$ cat config.mk
export PLATFORM = sky130hd
export DESIGN_NAME = multdiv_sequencer
export DESIGN_NICKNAME = d
export VERILOG_FILES = /design/src/rtl/multdiv_sequencer.sv
export SDC_FILE = /design/constraint.sdc
export NUM_CORES = 1
export LEC_CHECK = 0
export BUFFER_PORTS_ARGS = -buffer_cell sky130_fd_sc_hd__buf_2
export CAP_MARGIN = 20
export CELL_PAD_IN_SITES_DETAIL_PLACEMENT = 0
export CELL_PAD_IN_SITES_GLOBAL_PLACEMENT = 1
export CORE_MARGIN = 3
export CORE_UTILIZATION = 42
export DETAILED_ROUTE_END_ITERATION = 6
export GPL_ROUTABILITY_DRIVEN = 1
export GPL_TIMING_DRIVEN = 0
export PLACE_DENSITY = 0.83
export SLEW_MARGIN = 20
export SYNTH_ARGS = -nofsm -noshare
export SYNTH_HDL_FRONTEND = slang
export SYNTH_SLANG_ARGS = --single-unit
$ cat constraint.sdc
create_clock -name clock -period 3.5 [get_ports clock]
set_clock_uncertainty 0.15 [all_clocks]
set_input_delay 0.175 -clock clock [delete_from_list [all_inputs] [get_ports clock]]
set_output_delay 0.175 -clock clock [all_outputs]
set_load 0.02 [all_outputs]
$ cat src/rtl/multdiv_sequencer.sv
// Iterative signed 32-bit multiply (shift-add) / divide (restoring) unit; build option MULTDIV_OVF_CHECK_EN.
// Latency: 33 cycles start edge to result edge, fixed for all operands; data_resultRDY pulses one cycle.
// Backpressure: none; starts are accepted only while idle (busy low), starts seen while busy are dropped.
module multdiv_sequencer #(
    parameter int WIDTH = 32,
    parameter int CNT_W = 6
) (
    input  logic             clock,
    input  logic             reset,
    input  logic             ctrl_MULT,
    input  logic             ctrl_DIV,
    input  logic [WIDTH-1:0] data_operandA,
    input  logic [WIDTH-1:0] data_operandB,
    output logic [WIDTH-1:0] data_result,
    output logic             data_exception,
    output logic             data_resultRDY,
    output logic             busy
);

    typedef enum logic [1:0] {
        IDLE = 2'd0,
        RUN  = 2'd1,
        FIX  = 2'd2
    } state_t;

    localparam logic [CNT_W-1:0] LAST_CNT = CNT_W'(WIDTH - 1);

    state_t           state;
    logic [CNT_W-1:0] cnt;
    // acc/q form the {high, low} product for multiply and {remainder, dividend/quotient} for divide
    logic [WIDTH-1:0] acc;
    logic [WIDTH-1:0] q;
    logic [WIDTH-1:0] mag_x;
    logic             sign_a;
    logic             sign_b;
    logic             op_div;
    logic             b_zero;

    logic [WIDTH-1:0] abs_a;
    logic [WIDTH-1:0] abs_b;
    logic [WIDTH:0]   mul_sum;
    logic [WIDTH:0]   div_shift;
    logic [WIDTH:0]   div_trial;
    logic             neg;
    logic [WIDTH-1:0] fix_result;
    logic             fix_exc;
`ifdef MULTDIV_OVF_CHECK_EN
    logic [2*WIDTH-1:0] prod_s;
`endif

    always_comb begin
        abs_a     = data_operandA[WIDTH-1] ? -data_operandA : data_operandA;
        abs_b     = data_operandB[WIDTH-1] ? -data_operandB : data_operandB;
        mul_sum   = q[0] ? ({1'b0, acc} + {1'b0, mag_x}) : {1'b0, acc};
        div_shift = {acc, q[WIDTH-1]};
        div_trial = div_shift - {1'b0, mag_x};
    end

    always_comb begin
        neg        = sign_a ^ sign_b;
        fix_result = '0;
        fix_exc    = 1'b0;
`ifdef MULTDIV_OVF_CHECK_EN
        prod_s     = neg ? -{acc, q} : {acc, q};
`endif
        if (op_div) begin
            if (b_zero) begin
                fix_result = '0;
                fix_exc    = 1'b1;
            end else begin
                fix_result = neg ? -q : q;
`ifdef MULTDIV_OVF_CHECK_EN
                // an unsigned quotient >= 2^31 with positive sign only arises from -2^31 / -1
                fix_exc    = q[WIDTH-1] & ~neg;
`endif
            end
        end else begin
`ifdef MULTDIV_OVF_CHECK_EN
            fix_result = prod_s[WIDTH-1:0];
            fix_exc    = ~((&prod_s[2*WIDTH-1:WIDTH-1]) | ~(|prod_s[2*WIDTH-1:WIDTH-1]));
`else
            fix_result = neg ? -q : q;
`endif
        end
    end

    always_ff @(posedge clock or negedge reset) begin
        if (!reset) begin
            state          <= IDLE;
            cnt            <= '0;
            acc            <= '0;
            q              <= '0;
            mag_x          <= '0;
            sign_a         <= 1'b0;
            sign_b         <= 1'b0;
            op_div         <= 1'b0;
            b_zero         <= 1'b0;
            data_result    <= '0;
            data_exception <= 1'b0;
            data_resultRDY <= 1'b0;
            busy           <= 1'b0;
        end else begin
            data_resultRDY <= 1'b0;
            case (state)
                IDLE: begin
                    if (ctrl_MULT || ctrl_DIV) begin
                        op_div <= ~ctrl_MULT;
                        sign_a <= data_operandA[WIDTH-1];
                        sign_b <= data_operandB[WIDTH-1];
                        b_zero <= (data_operandB == '0);
                        mag_x  <= ctrl_MULT ? abs_a : abs_b;
                        q      <= ctrl_MULT ? abs_b : abs_a;
                        acc    <= '0;
                        cnt    <= '0;
                        busy   <= 1'b1;
                        state  <= RUN;
                    end
                end
                RUN: begin
                    if (op_div) begin
                        acc <= div_trial[WIDTH] ? div_shift[WIDTH-1:0] : div_trial[WIDTH-1:0];
                        q   <= {q[WIDTH-2:0], ~div_trial[WIDTH]};
                    end else begin
                        acc <= mul_sum[WIDTH:1];
                        q   <= {mul_sum[0], q[WIDTH-1:1]};
                    end
                    cnt <= cnt + 1'b1;
                    if (cnt == LAST_CNT) begin
                        state <= FIX;
                    end
                end
                FIX: begin
                    data_result    <= fix_result;
                    data_exception <= fix_exc;
                    data_resultRDY <= 1'b1;
                    busy           <= 1'b0;
                    state          <= IDLE;
                end
                default: begin
                    state <= IDLE;
                    busy  <= 1'b0;
                end
            endcase
        end
    end

endmodule

Yosys cells after proc, flatten, opt, wreduce, memory -nomap -nowiden
Index checks and enable logic that the tools add are counted.
{"block": "totals", "word_cells": 61, "ff_bits": 143, "in_bits": 68}
{"block": "op_classes", "n_eq_ne": 5, "bitwise": 4, "add_sub_neg": 6, "reduce_logical": 8, "muxes": 25}
{"op": "$mux 32", "count": 12}
{"op": "$pmux 32 s2", "count": 2}
{"op": "$neg 32->32", "count": 3}
{"op": "$add 32x32->33", "count": 1}
{"op": "$mux 33", "count": 1}
{"op": "$sub 33x32->33", "count": 1}
{"op": "$logic_not 32->1", "count": 1}
{"op": "$pmux 6 s2", "count": 1}
{"op": "$reduce_and 2->1", "count": 4}
{"op": "$add 6x1->6 const B", "count": 1}
{"op": "$eq 6x5->1 const B", "count": 1}
{"op": "$mux 6", "count": 1}
{"op": "$mux 1", "count": 4}
{"op": "$mux 2", "count": 2}
{"op": "$ne 2x2->1 const B", "count": 2}
{"op": "$pmux 2 s2", "count": 1}
{"op": "$not 1->1", "count": 3}
{"op": "$eq 2x1->1 const B", "count": 1}
{"op": "$eq 2x2->1 const B", "count": 1}
{"op": "$logic_not 2->1", "count": 1}
{"op": "$pmux 1 s2", "count": 1}
{"op": "$reduce_bool 2->1", "count": 1}
{"op": "$logic_or 1x1->1", "count": 1}
{"op": "$xor 1x1->1", "count": 1}

Longest topological paths before layout
Gate-level depths: netlist of the first run.
{"block": "depth", "depth_word": 5, "mapped_depth": 14, "ltp_nobuf": 12}

Least setup slack after synthesis of the first run
Ideal clock, no wire load.
{"block": "synth_timing", "path_kind": "register to register", "startpoint": "register q[31]", "endpoint": "register acc[21]", "arrival_time_ns": 3.156, "stages_incl_launch_ff": 14, "setup_ns": 0.121, "setup_slack_ns": 0.073, "path_buffers": 1, "synth_period_minus_slack_ns": 3.427, "path_cell_list": "dfrtp_1 -> inv_1 -> ha_1 -> fa_1 -> nand2b_1 -> a211o_1 -> a211o_1 -> a21oi_2 -> a2111oi_0 -> a211oi_4 -> buf_4 -> mux2i_1 -> nand2_1 -> a22o_1"}
{"block": "synth_between", "elab_chain_len": 4}
{"element": "from (decl)", "line_no": "32", "source": "logic [WIDTH-1:0] q;"}
{"element": "from (signal assigned)", "line_no": "112", "source": "q <= ctrl_MULT ? abs_b : abs_a;"}
{"element": "from (signal assigned)", "line_no": "122", "source": "q <= {q[WIDTH-2:0], ~div_trial[WIDTH]};"}
{"element": "from (signal assigned)", "line_no": "125", "source": "q <= {mul_sum[0], q[WIDTH-1:1]};"}
{"element": "$sub 33x32->33", "line_no": "56", "source": "div_trial = div_shift - {1'b0, mag_x};"}
{"element": "$mux 32", "line_no": "121", "source": "acc <= div_trial[WIDTH] ? div_shift[WIDTH-1:0] : div_trial[WIDTH-1:0];"}
{"element": "$mux 32", "line_no": "120", "source": "if (op_div) begin"}
{"element": "$pmux 32 s2", "line_no": "104", "source": "case (state)"}
{"element": "to (signal assigned)", "line_no": "121"}
{"element": "to (signal assigned)", "line_no": "124", "source": "acc <= mul_sum[WIDTH:1];"}
{"element": "to (decl)", "line_no": "31", "source": "logic [WIDTH-1:0] acc;"}
No other way between the ends.
A chain may end at the register's enable or synchronous reset.

Worst setup path in the final report of the first run
{"block": "layout_timing", "startpoint": "register mag_x[0]", "endpoint": "register acc[27]"}
{"block": "layout_between", "elab_chain_len": 4}
{"element": "from (decl)", "line_no": "33", "source": "logic [WIDTH-1:0] mag_x;"}
{"element": "from (signal assigned)", "line_no": "111", "source": "mag_x <= ctrl_MULT ? abs_a : abs_b;"}
{"element": "$sub 33x32->33 or $add 32x32->33 (tied branches)", "line_no": "56, 54"}
{"element": "$mux 32 or $mux 33 (tied branches)", "line_no": "121, 54"}
{"element": "$mux 32 *", "line_no": "120"}
{"element": "$pmux 32 s2 *", "line_no": "104"}
Every way passes the cells marked *; elsewhere a longest branch is shown, timed or not.

==> results of run 1 <==
==> metal layers <==
| metal | vias up | wire [µm] | part of all wire, % | track usage (%) |
|---|---|---|---|---|
| met5 | - | 0 | 0 | 0 |
| met4 | 0 | 1250 | 2.7 | 8.57 |
| met3 | 84 | 4080 | 8.7 | 4.83 |
| met2 | 636 | 20100 | 43 | 43.4 |
| met1 | 6313 | 21500 | 46 | 43.5 |
| li1 | 5914 | - | - | - |
==> registers in the layout, indices dropped and copies added, names as in the netlist <==
signal          count
mag_x              32
busy                1
data_result        32
cnt                 6
sign_b              1
state               2
b_zero              1
data_resultRDY      1
q                  32
acc                32
sign_a              1
op_div              1
data_exception      1
==> what timing repair did <==
| action | CTS | global route |
|---|---|---|
| buffers inserted | 22 | 4 |
| gates cloned | 3 | 0 |
| endpoints found under the setup margin | 40 | 41 |
| gates resized for setup | 60 | 26 |
| pin swaps | 15 | 12 |
| hold buffers | 17 | 0 |
| hold endpoints to repair | 80 | 0 |
==> stage by stage <==
| stage | utilization, % | setup WS (ps) | cell area (µm²) | TNS (ps) |
|---|---|---|---|---|
| 2_1_floorplan | - | 73.1 | 12500 | 0 |
| 3_3_place_gp | 46.5 | -1210 | 13500 | -44400 |
| 3_5_place_dp | 46.6 | -1240 | 13500 | -33910 |
| 4_1_cts | 50.9 | -116 | 14800 | -1220 |
| 5_1_grt | 51.3 | -133 | 14900 | -1520 |
| 6_report | 51.3 | -42.1 | 14900 | -72.2 |
==> logic make-up (layout without fill, tap and decap cells) <==
group | after synthesis | in the layout
compound gates | 522 | 522
buf+inv | 157 | 334
xor+xnor | 137 | 137
flops | 143 | 143
mux | 79 | 79
simple gates | 404 | 404
fa+ha+maj | 70 | 70
==> Yosys cell counts (all sizes together) (7+ instances only) <==
cell type / number
o21ai: 115
mux2: 7
nor2: 102
clkbuf: 72
nand3: 28
a31oi: 15
mux2i: 72
a21o: 35
a211oi: 36
xor2: 58
xnor2: 79
and2: 9
o211ai: 21
o221ai: 19
nor3: 33
or3: 13
nand2b: 19
nor2b: 18
nand4: 9
inv: 66
o41ai: 12
o21a: 7
a21oi: 125
ha: 68
buf: 19
and3: 10
nand2: 129
or4: 7
nor4: 9
a22oi: 20
a22o: 36
dfrtp: 143
o31ai: 19
==> layout make-up <==
| class | count | area (µm²) |
|---|---|---|
| Fill cell | 2818 | 14100 |
| Multi-Input combinational cell | 1212 | 8580 |
| Sequential cell | 143 | 3580 |
| Timing Repair Buffer | 146 | 1020 |
| Tap cell | 384 | 480 |
| Clock buffer | 18 | 429 |
| Buffer | 90 | 399 |
| Inverter | 66 | 250 |
| Clock inverter | 14 | 148 |
==> path summary, 6_finish.rpt <==
path	slack [ps]	to	start
worst max-delay path	-40	acc[27]	mag_x[0]
worst min-delay path	10	mag_x[31]	data_operandA[30]
worst max register to register	-40	acc[27]	mag_x[0]
worst min register to register	340	cnt[5]	cnt[5]
max in group asynchronous	2260	mag_x[1]	reset
min in group asynchronous	130	data_result[28]	reset
==> placed cells by master (no fill, tap or decap), drive strengths merged, types with 17 or more instances in the layout <==
cell / instances
nand2b: 19
o21ai: 115
nand3: 28
nand2: 129
a21oi: 125
nor2: 102
a211oi: 36
o221ai: 19
ha: 68
a22oi: 20
nor2b: 18
buf: 147
inv: 75
xor2: 58
o211ai: 21
nor3: 33
dfrtp: 143
a21o: 35
clkbuf: 90
a22o: 36
o31ai: 19
mux2i: 72
dlygate4sd3: 17
xnor2: 79
==> power groups by stage <==
stage / combinational [mW] / clock (mW) / sequential [mW]
after floorplan: 8.89 / 0 / 3.01
after global placement: 11.6 / 0 / 3.29
after detailed placement: 11.7 / 0 / 3.31
after CTS: 13.3 / 1.88 / 3.29
after global routing: 15.2 / 1.93 / 3.41
final: 13.9 / 1.87 / 3.33
==> worst min-delay path: cells and delay by family <==
kind | cells | cell delay [ps]
buf+inv | 1 | 120
simple gates | 1 | 140
compound gates | 1 | 110
==> flow_summary_export.csv, run 1 <==
group,metric,value,unit
timing,setup_viol,4,
outcome,status,"finished, violations left",
timing,fin_crit,3540,ps
die,fp.dieW,179,µm
timing,setup_slack,-42.1,ps
layout,area_growth,19.0,%
drt,drt_iter0_markers,1467,
power,p_seq_share,17.4,%
setup_path,cp-end-kind,"flop",
placed_design,dp_cells,1997,
die,io_pins,103,
global_route,overflow,0,
setup_path,reg2reg_depth,16,
worst_hold_path,hp-class,"input port to flop",
power,power.internal,9.54,mW
drt,routed_wl,46900,µm
clocking,cts_tree,"yes",
die,rows,62,
setup_path,crit_path_top_delay_cell,"dfrtp_1",
yosys,synth_area_leaders,"dfrtp_1 29%, ha_1 6.8%, mux2i_1 5.8%",
setup_path,critPathArrivalTime,3680,ps
flow_run,maxCapViolCount,0,
yosys,synthXorXnorAreaFrac,9.59,%
placed_design,gp_congestion,0.972,
clocking,cts-root-buf,"clkbuf_16",
drt,post_drt_via_cell_ratio,6.25,
clocking,clkTransAtPathRegs,70,ps
power,p_comb_share,72.8,%
timing,worst_pin_slew,1040,ps
layout,drive_above_1_share,13.5,%
power,finalPower,19.1,mW
yosys,synth_compound_area_share,28.0,%
power,power_frac_clock,9.8,%
layout,instances_no_fill,2073,
yosys,ys_warn_count,0,
global_route,grt_pass1_wl,71800,µm
die,fp.coreArea,29000,µm²
drt,detail-route-antenna-nets,0,
timing,holdWs,12.6,ps
setup_path,critPathTopFamily,"compound AO/OA/AOI/OAI gates",
die,die_y,179,µm
yosys,synth_nets,1650,
yosys,synthFlopType,"dfrtp_1",
power,powerDensity,1290,nW/µm²
power,p_sw,9.60,mW
yosys,synth_async_sr_flop_share,100,%
global_route,grt_pass1_vias,12300,
yosys,yosysUniqueCellTypes,77,
worst_hold_path,holdPathStages,3,
layout,n_antenna_cell,0,
global_route,antenna_found_initial,2,
yosys,synth_top_area_share,28.6,%
yosys,synth_enable_flop_cells,0,
yosys,synth_top_area_cell,"dfrtp_1",
outcome,violations,"negative setup slack",
clocking,clock_path_buffers,2,
setup_path,crit_required,3630,ps
power,ir_drop,0.636,mV
power,swShare,50.2,%
yosys,synthMuxAreaShare,6.39,%
timing,final.period_utilization,101,%
global_route,grt_util_all_layers,29.3,%
drt,drc,0,
yosys,mappedNetlistArea,12500,µm²
power,p_leak,6.37,nW
placed_design,place_hpwl,35400,µm
setup_path,critPathBufInv,6,
global_route,grt_max_degree,81,
clocking,cts_buffers,17,
drt,num_vias,12900,
setup_path,cp_cell_sequence,"buf_6 -> ha_4 -> fa_2 -> nand2b_4 -> a211o_1 -> a211o_1 -> a21oi_4 -> buf_12 -> buf_6 -> a21o_4 -> a211oi_4 -> buf_6 -> buf_12 -> buf_12 -> a41oi_4 -> o211ai_1",
timing,fmax,282,MHz
drt,routedWlPerCell,22.6,µm
setup_path,worst-path-stages,16,
drt,dr.pass1.iters,6,
clocking,cts.sinks,143,
layout,nets,1814,
setup_path,startpoint_type,"flop",
clocking,ctsHtreeMaxLevel,4,
clocking,clk_latency,440,ps
die,die_area,31900,µm²
setup_path,critPathKind,"flop to flop",
yosys,synth_top_family_by_area,"compound AO/OA/AOI/OAI gates",
yosys,synth-simple-area-share,15.5,%
timing,slew_headroom,30.7,%
yosys,seq_area_frac_synth,28.6,%
setup_path,slowest_delay,390,ps
setup_path,path_max_fanout,6,
timing,maxSlewViolCount,0,
yosys,ys_seq_elements,143,
die,initial_core_util,43.1,%
yosys,syn_avg_cell_area,8.27,µm²
yosys,synth-adder-area-share,7.12,%
placed_design,io_buffers,100,
timing,hold_violations,0,
yosys,synthCells,1512,
timing,rsz0062_at_grt,"yes",
No activity file was read; power rests on OpenSTA's default activity.
==> run 2: changes to the inputs <==
--- a/config.mk
+++ b/config.mk
@@ -14,7 +14,7 @@
 export DETAILED_ROUTE_END_ITERATION = 6
 export GPL_ROUTABILITY_DRIVEN = 1
 export GPL_TIMING_DRIVEN = 0
-export PLACE_DENSITY = 0.83
+export PLACE_DENSITY_LB_ADDON = 0.1
 export SLEW_MARGIN = 20
 export SYNTH_ARGS = -nofsm -noshare
 export SYNTH_HDL_FRONTEND = slang
==> run 2 against run 1 <==
Hold slack better by 17 ps. Combinational power about the same. Critical endpoint is now acc[16]. Critical path depth down 1. Clock power up 14%. Core utilization up 0.25 points. Sequential power about the same. Power down 0.21%. Highest routed layer unchanged. Critical path type unchanged. Sequential cell count unchanged. Largest power group unchanged. Largest cell class unchanged. Register-to-register slack worse by 80 ps. The flow still finishes with violations (negative setup slack). Die area unchanged.
==> flow_summary_export.csv, run 2 (same netlist as run 1, synthesis figures left out) <==
group,metric,value,unit
setup_path,r2r_end,"acc[16]",
setup_path,path_max_fanout,5,
layout,fin_util,51.6,%
global_route,grt_pass1_wl,72100,µm
layout,drive_above_1_share,13.7,%
die,io_pins,103,
drt,drt_iter0_markers,1137,
setup_path,cp_cell_sequence,"inv_4 -> ha_4 -> fa_2 -> nand2b_4 -> a211o_1 -> a211o_1 -> a21oi_4 -> buf_12 -> a2111oi_4 -> a211oi_4 -> buf_6 -> buf_12 -> mux2i_1 -> nand2_1 -> a22o_1",
placed_design,gp_congestion,0.932,
setup_path,slowest_delay,390,ps
drt,drc,0,
flow_run,maxCapViolCount,0,
clocking,cts-root-buf,"clkbuf_16",
placed_design,io_buffers,100,
drt,routed_wl,48000,µm
setup_path,critPathKind,"flop to flop",
die,die_y,179,µm
layout,instances_no_fill,2075,
timing,setup_viol,13,
outcome,status,"finished, violations left",
layout,area_growth,19.6,%
power,powerDensity,1280,nW/µm²
timing,hold_violations,0,
die,initial_core_util,43.1,%
clocking,clk_latency,440,ps
clocking,cts_buffers,17,
layout,layout_commonest_cell,"dfrtp_1",
die,fp.dieW,179,µm
clocking,cts.sinks,143,
setup_path,r2r-start,"q[31]",
placed_design,place_hpwl,36000,µm
layout,layout_common_cells,"141 x dfrtp_1, 128 x nand2_1, 123 x a21oi_1",
drt,dr.pass1.iters,5,
setup_path,crit_path_top_delay_cell,"dfrtp_1",
timing,slew_headroom,21.1,%
die,die_area,31900,µm²
outcome,violations,"negative setup slack",
setup_path,crit_required,3670,ps
placed_design,dp_cells,1997,
timing,rsz0062_at_grt,"yes",
clocking,clkTransAtPathRegs,70,ps
timing,fmax,276,MHz
clocking,cts_tree,"yes",
timing,holdWs,29.2,ps
global_route,antenna_found_initial,1,
timing,fin_crit,3620,ps
worst_hold_path,hp-class,"input port to flop",
global_route,grt_pass1_vias,12000,
power,p_leak,6.41,nW
global_route,grt_util_all_layers,29.8,%
global_route,grt_max_degree,89,
timing,final.period_utilization,103,%
global_route,overflow,0,
setup_path,startpoint_type,"flop",
setup_path,cp-end-kind,"flop",
clocking,clock_path_buffers,2,
setup_path,worstSetupStartpoint,"q[31]",
drt,num_vias,12800,
clocking,ctsHtreeMaxLevel,4,
die,fp.coreArea,29000,µm²
power,ir_drop,0.559,mV
drt,detail-route-antenna-nets,0,
drt,routedWlPerCell,23.1,µm
die,rows,62,
timing,setup_slack,-121,ps
setup_path,reg2reg_depth,15,
timing,worst_pin_slew,1180,ps
drt,post_drt_via_cell_ratio,6.15,
setup_path,critPathArrivalTime,3790,ps
layout,nets,1816,
timing,maxSlewViolCount,0,
setup_path,r2r_setup_slack,-120,ps
setup_path,crit_end,"acc[16]",
run 2: through the flow:
| step | TNS, ps | cell area (µm²) | power, mW | setup WS (ps) |
|---|---|---|---|---|
| 6_report | -585 | 15000 | 19.1 | -121 |
| 5_1_grt | -2880 | 15000 | 20.6 | -179 |
| 4_1_cts | -2080 | 14800 | 18.5 | -145 |
| 3_5_place_dp | -27430 | 13500 | 15.0 | -1040 |
| 3_3_place_gp | -56310 | 13500 | 14.9 | -1050 |
| 2_1_floorplan | 0 | 12500 | 11.9 | 73.1 |
run 2: metal layers:
metal | global-route usage (%) | routed length [µm] | part of all wire (%)
met1 | 44.4 | 22700 | 47
met2 | 44.5 | 21000 | 44
met3 | 4.58 | 3110 | 6.5
met4 | 8.38 | 1180 | 2.5
met5 | 0 | 0 | 0
run 2: timing repair:
action                                  CTS  global route
gates cloned                              1             1
endpoints found under the setup margin   40            41
setup buffers                            18             9
pin swaps                                19            22
hold buffers                             19             0
hold endpoints to repair                105             0
resized for setup                        58            28
run 2: area by class of cell:
class / instances / area [µm²]
Buffer: 91 / 407
Sequential cell: 143 / 3580
Fill cell: 2875 / 14000
Clock buffer: 21 / 480
Clock inverter: 10 / 181
Timing Repair Buffer: 147 / 997
Multi-Input combinational cell: 1212 / 8590
Inverter: 66 / 250
Tap cell: 384 / 480
Antenna cell: 1 / 2.50
run 2: worst min path at each step:
stage	slack [ps]	cells past startpoint	startpoint	endpoint
after floorplan	-270	0	reset	acc[0]
after global placement	310	1	cnt[5]	cnt[5]
after detailed placement	100	1	reset	acc[30]
after CTS	10	3	data_operandB[21]	mag_x[21]
after global routing	40	3	data_operandB[21]	mag_x[21]
final	30	4	data_operandA[18]	mag_x[18]
run 2: report_power, final:
group	internal [mW]	switching (mW)
Combinational	5.98	7.67
Clock	1.34	0.792
Sequential	2.37	0.948
run 2: worst max-delay path, delay by kind of cell, from the launching register on:
family	cells	cell delay, ps
AO/OA/AOI/OAI	6	1440
multiplexers	1	200
AND/OR/NAND/NOR	2	220
flip-flops	1	390
buffers and inverters	4	530
adder cells (fa/ha/maj)	2	570
==> run 3: changes to the inputs <==
--- a/config.mk
+++ b/config.mk
@@ -19,3 +19,4 @@
 export SYNTH_ARGS = -nofsm -noshare
 export SYNTH_HDL_FRONTEND = slang
 export SYNTH_SLANG_ARGS = --single-unit
+export TNS_END_PERCENT = 1
==> run 3 against run 2 <==
The run still ends with negative setup slack left. Critical path depth is 1 lower. Wire length fell by 0.46%. Sequential power barely moved. Combinational power fell by 4%. Non-clock buffer count down 14. Sequential cell count unchanged. Via count decreased by 0.69%. Critical path type unchanged. Critical endpoint unchanged. Largest cell class unchanged.
==> flow_summary_export.csv, run 3 (same netlist as run 1, synthesis figures left out) <==
group,metric,value,unit
clocking,clock_path_buffers,2,
global_route,grt_util_all_layers,29.7,%
drt,num_vias,12700,
setup_path,critPathTopFamily,"compound AO/OA/AOI/OAI gates",
timing,rsz0062_at_grt,"yes",
die,die_y,179,µm
drt,detail-route-antenna-nets,0,
power,ir_drop,0.526,mV
timing,slew_headroom,25.6,%
placed_design,io_buffers,100,
timing,setup_slack,-63.9,ps
flow_run,maxCapViolCount,0,
layout,area_growth,18.2,%
timing,setup_viol,10,
setup_path,worstSetupStartpoint,"q[31]",
setup_path,crit_required,3670,ps
setup_path,cp_cell_sequence,"inv_4 -> ha_4 -> fa_2 -> nand2b_4 -> a211o_1 -> a211o_1 -> a21oi_4 -> a2111oi_4 -> a211oi_4 -> buf_6 -> buf_12 -> mux2i_1 -> nand2_1 -> a22o_1",
global_route,grt_pass1_wl,71900,µm
clocking,cts_tree,"yes",
placed_design,dpl_cell_area,13500,µm²
setup_path,crit_top_cell,"a211o_1",
timing,fmax,281,MHz
layout,n_antenna_cell,0,
worst_hold_path,min_from,"data_operandB[4]",
layout,layout_commonest_cell,"dfrtp_1",
clocking,clk_latency,440,ps
clocking,ctsHtreeMaxLevel,4,
setup_path,startpoint_type,"flop",
placed_design,place_hpwl,36000,µm
drt,drc,0,
global_route,grt_max_degree,89,
timing,setup_tns,-309,ps
outcome,status,"finished, violations left",
die,rows,62,
drt,drt_iter0_markers,1195,
placed_design,gp_congestion,0.932,
setup_path,path_max_fanout,5,
drt,dr.pass1.iters,6,
drt,post_drt_via_cell_ratio,6.15,
timing,fin_crit,3560,ps
clocking,clkTransAtPathRegs,70,ps
setup_path,critPathKind,"flop to flop",
timing,hold_violations,0,
drt,routedWlPerCell,23.2,µm
setup_path,critPathArrivalTime,3740,ps
layout,stdcell_area,14800,µm²
setup_path,cp-end-kind,"flop",
power,powerDensity,1260,nW/µm²
clocking,cts_buffers,17,
placed_design,post-place-ws,-1040,ps
global_route,grt_pass1_vias,12000,
clocking,cts-root-buf,"clkbuf_16",
worst_hold_path,hp-class,"input port to flop",
outcome,violations,"negative setup slack",
timing,holdWs,25.8,ps
layout,layout_common_cells,"140 x dfrtp_1, 129 x nand2_1, 123 x a21oi_1",
setup_path,critPathBufInv,3,
layout,drive_above_1_share,12.6,%
drt,routed_wl,47800,µm
timing,maxSlewViolCount,0,
global_route,antenna_found_initial,1,
setup_path,r2r-start,"q[31]",
timing,worst_pin_slew,1120,ps
setup_path,crit_path_top_delay_cell,"dfrtp_1",
die,fp.coreArea,29000,µm²
clocking,cts.sinks,143,
layout,nets,1802,
setup_path,slowest_delay,400,ps
die,die_area,31900,µm²
global_route,overflow,0,
die,io_pins,103,
die,fp.dieW,179,µm
power,p_leak,6.32,nW
die,initial_core_util,43.1,%
timing,final.period_utilization,102,%
[run 3: changes by cell type in the layout (fill, tap and decap cells not counted), moves of 2 or more]
| cell | change |
|---|---|
| o21ai_2 | -2 |
| buf_12 | -3 |
| nor2_4 | -2 |
| buf_4 | -12 |
| o21ai_1 | -2 |
| a211oi_2 | -2 |
| a211oi_1 | +2 |
| o21ai_0 | +4 |
[run 3: routing by layer]
layer | vias up | share of wire [%] | GRT usage (%)
met5 | - | 0.036 | 0
met4 | 2 | 2.8 | 8.70
met1 | 6218 | 47 | 44.3
met2 | 500 | 43 | 44.1
met3 | 71 | 7.2 | 4.60
li1 | 5879 | - | -
[run 3: layout make-up]
cell class                      count  area, µm²
Fill cell                        2905      14200
Multi-Input combinational cell   1212       8540
Sequential cell                   143       3580
Timing Repair Buffer              133        861
Clock buffer                       21        480
Tap cell                          384        480
Buffer                             91        407
Inverter                           66        250
Clock inverter                     10        181
[run 3: power by group]
part | internal [mW] | leakage [nW] | switching [mW]
clock | 1.34 | 0.325 | 0.787
sequential | 2.37 | 1.73 | 0.943
combinational | 5.64 | 4.27 | 7.48
total | 9.35 | 6.32 | 9.21
[run 3: tightest hold or removal path, stage by stage]
cell     delay (ps)
buf_2           110
xnor2_1         140
a22oi_1          70
o21ai_0          70
[run 3: final timing paths]
path	to	slack [ps]	depth (start not counted)
setup reg to reg	acc[16]	-60	14
hold reg to reg	cnt[5]	330	1
hold / removal	mag_x[4]	30	4
setup / recovery	acc[16]	-60	14
max in group asynchronous	mag_x[1]	2200	3
min in group asynchronous	acc[23]	200	2
[run 3: what timing repair did]
| item | 4_1_cts | 5_1_grt |
|---|---|---|
| hold buffers | 19 | 0 |
| buffers inserted | 10 | 2 |
| setup endpoints to repair | 40 | 41 |
| resized for setup | 45 | 28 |
| endpoints found under the hold margin | 105 | 0 |
| gates cloned | 1 | 0 |
| pin swaps | 9 | 14 |
[run 3: per-stage QoR]
stage                     power, mW  utilization [%]  std cells
after floorplan                11.9                -       1512
final                          18.6             51.0       2060
after CTS                      18.2             50.6       2058
after global routing           20.1             51.0       2060
after detailed placement       15.0             46.6       1997
after global placement         14.9             46.5       1996
